**src/rtl/spi_flash_cache.sv**
```systemverilog
// Direct-mapped, one-word-per-line read cache in front of the SPI flash reader.
// Optional hit/miss counters are built when SPI_FLASH_CACHE_STATS_EN is defined.
module spi_flash_cache #(
  parameter int LINES  = 16,
  parameter int ADDR_W = 20
) (
  input  logic              clk,
  input  logic              rst,
  input  logic              cpu_rstrb,
  input  logic [ADDR_W-1:0] cpu_word_address,
  output logic [31:0]       cpu_rdata,
  output logic              cpu_rbusy,
  output logic              flash_rstrb,
  output logic [ADDR_W-1:0] flash_word_address,
  input  logic [31:0]       flash_rdata,
  input  logic              flash_rbusy,
  input  logic              flush,
  output logic [15:0]       hit_count,
  output logic [15:0]       miss_count
);
  localparam int IDX_W = $clog2(LINES);
  localparam int TAG_W = ADDR_W - IDX_W;

  typedef enum logic [1:0] {IDLE, REQ, WAIT} state_t;
  state_t state, state_nxt;

  logic [LINES-1:0] valid;
  logic [TAG_W-1:0] tag_mem  [LINES];
  logic [31:0]      data_mem [LINES];
  logic             no_install;

  logic [IDX_W-1:0] idx, fill_idx;
  logic [TAG_W-1:0] tag, fill_tag;
  logic             hit, accept, fill_done, install;

  assign idx      = cpu_word_address[IDX_W-1:0];
  assign tag      = cpu_word_address[ADDR_W-1:IDX_W];
  assign fill_idx = flash_word_address[IDX_W-1:0];
  assign fill_tag = flash_word_address[ADDR_W-1:IDX_W];

  assign hit       = valid[idx] && (tag_mem[idx] == tag) && !flush;
  assign accept    = (state == IDLE) && cpu_rstrb;
  assign fill_done = (state == WAIT) && !flash_rbusy;
  // A flush anywhere in the miss, its final cycle included, keeps the word out of the array.
  assign install     = fill_done && !no_install && !flush;
  assign flash_rstrb = (state == REQ);

  // NOTE: next state gets a default before the case so no path can infer a latch.
  always_comb begin
    state_nxt = state;
    unique case (state)
      IDLE:    if (accept && !hit) state_nxt = REQ;
      REQ:     state_nxt = WAIT;
      WAIT:    if (!flash_rbusy) state_nxt = IDLE;
      default: state_nxt = IDLE;
    endcase
  end

  always_ff @(posedge clk) begin
    if (rst) begin
      state              <= IDLE;
      valid              <= '0;
      no_install         <= 1'b0;
      cpu_rbusy          <= 1'b0;
      cpu_rdata          <= '0;
      flash_word_address <= '0;
    end else begin
      state <= state_nxt;
      if (accept && hit) cpu_rdata <= data_mem[idx];
      if (accept && !hit) begin
        flash_word_address <= cpu_word_address;
        cpu_rbusy          <= 1'b1;
      end
      if (fill_done) begin
        cpu_rdata <= flash_rdata;
        cpu_rbusy <= 1'b0;
      end
      if (state_nxt == IDLE)              no_install <= 1'b0;
      else if (flush && state != IDLE)    no_install <= 1'b1;
      if (flush)        valid           <= '0;
      else if (install) valid[fill_idx] <= 1'b1;
    end
  end

  // NOTE: tag and data arrays carry no reset; the valid bits alone decide whether a line is usable.
  always_ff @(posedge clk) begin
    if (install) begin
      tag_mem[fill_idx]  <= fill_tag;
      data_mem[fill_idx] <= flash_rdata;
    end
  end

`ifdef SPI_FLASH_CACHE_STATS_EN
  logic [15:0] hit_cnt, miss_cnt;

  always_ff @(posedge clk) begin
    if (rst) begin
      hit_cnt  <= '0;
      miss_cnt <= '0;
    end else if (accept) begin
      if (hit && hit_cnt != 16'hFFFF)    hit_cnt  <= hit_cnt + 16'd1;
      if (!hit && miss_cnt != 16'hFFFF)  miss_cnt <= miss_cnt + 16'd1;
    end
  end

  assign hit_count  = hit_cnt;
  assign miss_count = miss_cnt;
`else
  assign hit_count  = '0;
  assign miss_count = '0;
`endif

endmodule
```
**config.mk**
```make
export PLATFORM = sky130hd
export DESIGN_NAME = spi_flash_cache
export DESIGN_NICKNAME = d
export VERILOG_FILES = /design/src/rtl/spi_flash_cache.sv
export SDC_FILE = /design/constraint.sdc
export NUM_CORES = 1
export LEC_CHECK = 0
export CAP_MARGIN = 20
export CORE_MARGIN = 1
export CORE_UTILIZATION = 45
export DETAILED_ROUTE_END_ITERATION = 7
export PLACE_DENSITY = 0.73
export SYNTH_ARGS = -nofsm -noshare
export SYNTH_HDL_FRONTEND = slang
export SYNTH_SLANG_ARGS = --single-unit
```
**constraint.sdc**
```tcl
create_clock -name clk -period 12 [get_ports clk]
set_input_delay 2.4 -clock clk [delete_from_list [all_inputs] [get_ports clk]]
set_output_delay 2.4 -clock clk [all_outputs]
set_load 0.01 [all_outputs]
```
==> impl_metrics.yaml <==
grt:
  antenna_found_initial: 2
  grt_remaining_overflow: 0
  grt_pass1_wl_mm: 110.6
  first_global_vias: 16820
  grt_max_degree: 100
  grtUsageTotal_pct: 20.49
setup_path:
  crit_fanout: 61
  r2r-start: "state[1]"
  endpoint_kind: "flip-flop"
  cpMaxStageDelayCell: "buf_4"
  path_class: "in2reg"
  r2r_cells: 7
  arrival_ps: 7190
  worstPathCellList: "buf_4, buf_4, mux4_2, mux4_2, xor2_1, a221o_1, nor4_2, a31oi_4, mux2i_1, nor2_1"
  critPathBufInv: 2
  crit_family: "buffers and inverters"
  cp.required_ps: 12470
  start_kind: "input port"
  cpPeakStageDelay_ps: 850
  r2r-end: "data_mem[10][7]"
  ff2ff_setup_slack_ps: 8300
power_and_ir_drop:
  vdd_drop_max_uv: 126.8
  clkPwrFrac_pct: 42.6
  power_leakage_nw: 12.18
  p_int_mw: 4.899
  pwr-share-seq_pct: 52.4
  p_switching_mw: 1.260
  total_power_mw: 6.160
  p_per_area_nw_per_um2: 163.9
  p_comb_share_pct: 4.9
  p_sw_share_pct: 20.46
job:
  drv_cap: 0
drt:
  antenna_left: 0
  vias_per_cell: 5.856
  wl_per_cell_um: 26.86
  num_vias: 16320
  drc_errors: 0
  finalWirelength_mm: 74.87
  dr.pass1.iters: 5
  initialDrtViolationCount: 1893
cells_and_area:
  drive_gt1_share_pct: 22.37
  area_growth_pct: 14.87
  finalNonFillerCells: 2787
  nNetsFinal: 1826
  diodes: 0
logic_synthesis:
  yosysTopAreaCell: "edfxtp_1"
  async_flop_share_pct: 0
  syn-cell-area_um2: 32720
  synth-seq-cells: 840
  synth_common_cells: "768 x edfxtp_1, 205 x mux4_2, 114 x nand2_1, 72 x dfxtp_1, 69 x mux2i_1"
  synthFlopType: "edfxtp_1"
  synth.most_common_cell: "edfxtp_1"
  ys_top_cells_by_area: "edfxtp_1 70%, mux4_2 14%, dfxtp_1 4.4%, mux2i_1 2.1%, nand2_1 1.3%"
  syn_inst: 1636
  post-synth-top-area-fraction_pct: 70.48
  synth_edf_count: 768
  seq_area_frac_synth_pct: 74.88
  avgSynthCellArea_um2: 20.00
  yosysWarnings: 0
  synth_cell_types: 47
placed_design:
  dp.cells: 2635
  port_buffers: 110
  post-dp-hpwl_mm: 37.50
  gp_congestion: 0.7692
sta:
  report.final.slew_viol_count: 0
  finalCritPeriodShare_pct: 56.00
  max_freq_ghz: 0.1488
  hold_slack_ps: 464.0
  clock_skew_ps: 22.84
  period_needed_ps: 6720
  timing_hold_violations_final: 0
  max-slew-margin-rel_pct: 25.45
  setup_viol: 0
  rsz0062_at_grt: "no"
  setup_tns_ps: 0
  worst_pin_slew_ps: 1118
clocking:
  clk_latency_ps: 630
  clock-sinks: 840
  post_cts.repair.setup_buffers: 0
  cts.clk_slew.worst_paths_ps: 60
  clk_path_buf_depth: 3
  root_buffer: "clkbuf_16"
  htreeDepth: 3
  cts.repair.resized: 0
  cts_buffers: 82
  cts_tree: "done"
  ctsHoldBuffers: 0
die:
  rows: 98
  initial_utilization_pct: 45.62
  die_y_um: 271.7
  top_level_ports: 143
  coreArea_um2: 71730
  dieArea_um2: 73800
  die_w_um: 271.7
worst_hold_path:
  hp-start: "valid[13]"
  min_path_type: "reg2reg"
  holdPathStages: 1
  holdPathEnd: "valid[13]"
status:
  status: "finished clean"
## routing by layer
metal / global-route usage, % / wire [um] / vias up
li1: - / - / 6836
met1: 28.97 / 30470 / 8565
met2: 33.11 / 36520 / 801
met3: 3.715 / 6309 / 116
met4: 4.982 / 1543 / 4
met5: 0 / 22 / -
## registers in the layout, summed over array words and instances (netlist names)
| register | flops |
|---|---|
| valid | 16 |
| flash_word_address | 20 |
| cpu_rbusy | 1 |
| data_mem | 512 |
| state | 2 |
| tag_mem | 256 |
| no_install | 1 |
| cpu_rdata | 32 |
## worst max-delay path by stage
stage / end / cells after the start / from / slack [ps]
after CTS: cpu_rdata[27] / 11 / cpu_word_address[2] / 5310
after global placement: flash_word_address[13] / 10 / cpu_word_address[2] / 4770
after floorplan: data_mem[0][0] / 4 / flash_rbusy / 5210
final: flash_word_address[18] / 10 / cpu_word_address[2] / 5280
after detailed placement: flash_word_address[18] / 10 / cpu_word_address[2] / 4660
after global routing: cpu_rdata[2] / 11 / cpu_word_address[2] / 5080
## metrics by stage
step / setup slack [ps] / instance area [um^2] / util [%]
global route: 5085 / 37590 / 52.40
detailed placement: 4661 / 34820 / 48.54
CTS: 5312 / 37590 / 52.40
global placement: 4775 / 34820 / 48.54
finish: 5280 / 37590 / 52.40
floorplan: 5212 / 32840 / -
## placed cells by master (no fill, tap or decap), types with 5 or more instances in the layout
master	Yosys	layout
clkinv_1	1	9
clkbuf_8	0	6
clkbuf_16	0	87
clkbuf_1	42	22
xor2_1	14	14
clkinv_2	0	11
o21a_1	16	16
nor2_1	45	33
clkdlybuf4s50_1	0	105
nor3_2	12	16
nand3_1	5	5
buf_4	40	28
nor2_4	0	12
mux2i_1	69	69
o22ai_1	7	7
xnor2_1	11	11
mux4_2	205	205
a221oi_1	7	7
dfxtp_1	72	72
a21oi_1	34	34
edfxtp_1	768	768
nand2b_1	8	7
bufinv_16	0	9
nand2_1	114	114
nor3_1	58	54
mux2_2	17	17
o21ai_0	6	6
nor2b_1	9	8
conb_1	1	32
## layout make-up
type | instances | area (um^2)
Clock buffer | 114 | 2328
Sequential cell | 840 | 24500
Clock inverter | 38 | 439.2
Tap cell | 950 | 1189
Multi-Input combinational cell | 703 | 7792
Fill cell | 5466 | 34140
Timing Repair Buffer | 138 | 1320
Inverter | 4 | 15.01
## cell families after synthesis
kind of cell / Yosys count / synth area share, %
flip-flops: 840 / 74.88
multiplexers: 291 / 16.80
AND/OR/NAND/NOR: 268 / 3.847
buffers and inverters: 124 / 2.072
AO/OA/AOI/OAI: 87 / 1.713
XOR/XNOR: 25 / 0.6691
other: 1 / 0.01146
## power groups by stage
stage / logic, mW / clock network, mW / registers [mW]
floorplan: 0.192 / 0 / 3.29
global placement: 0.297 / 0 / 3.29
detailed placement: 0.303 / 0 / 3.29
CTS: 0.306 / 2.66 / 3.23
global route: 0.325 / 2.76 / 3.23
finish: 0.303 / 2.63 / 3.23
Note: power is estimated with default switching activity, not from simulation.
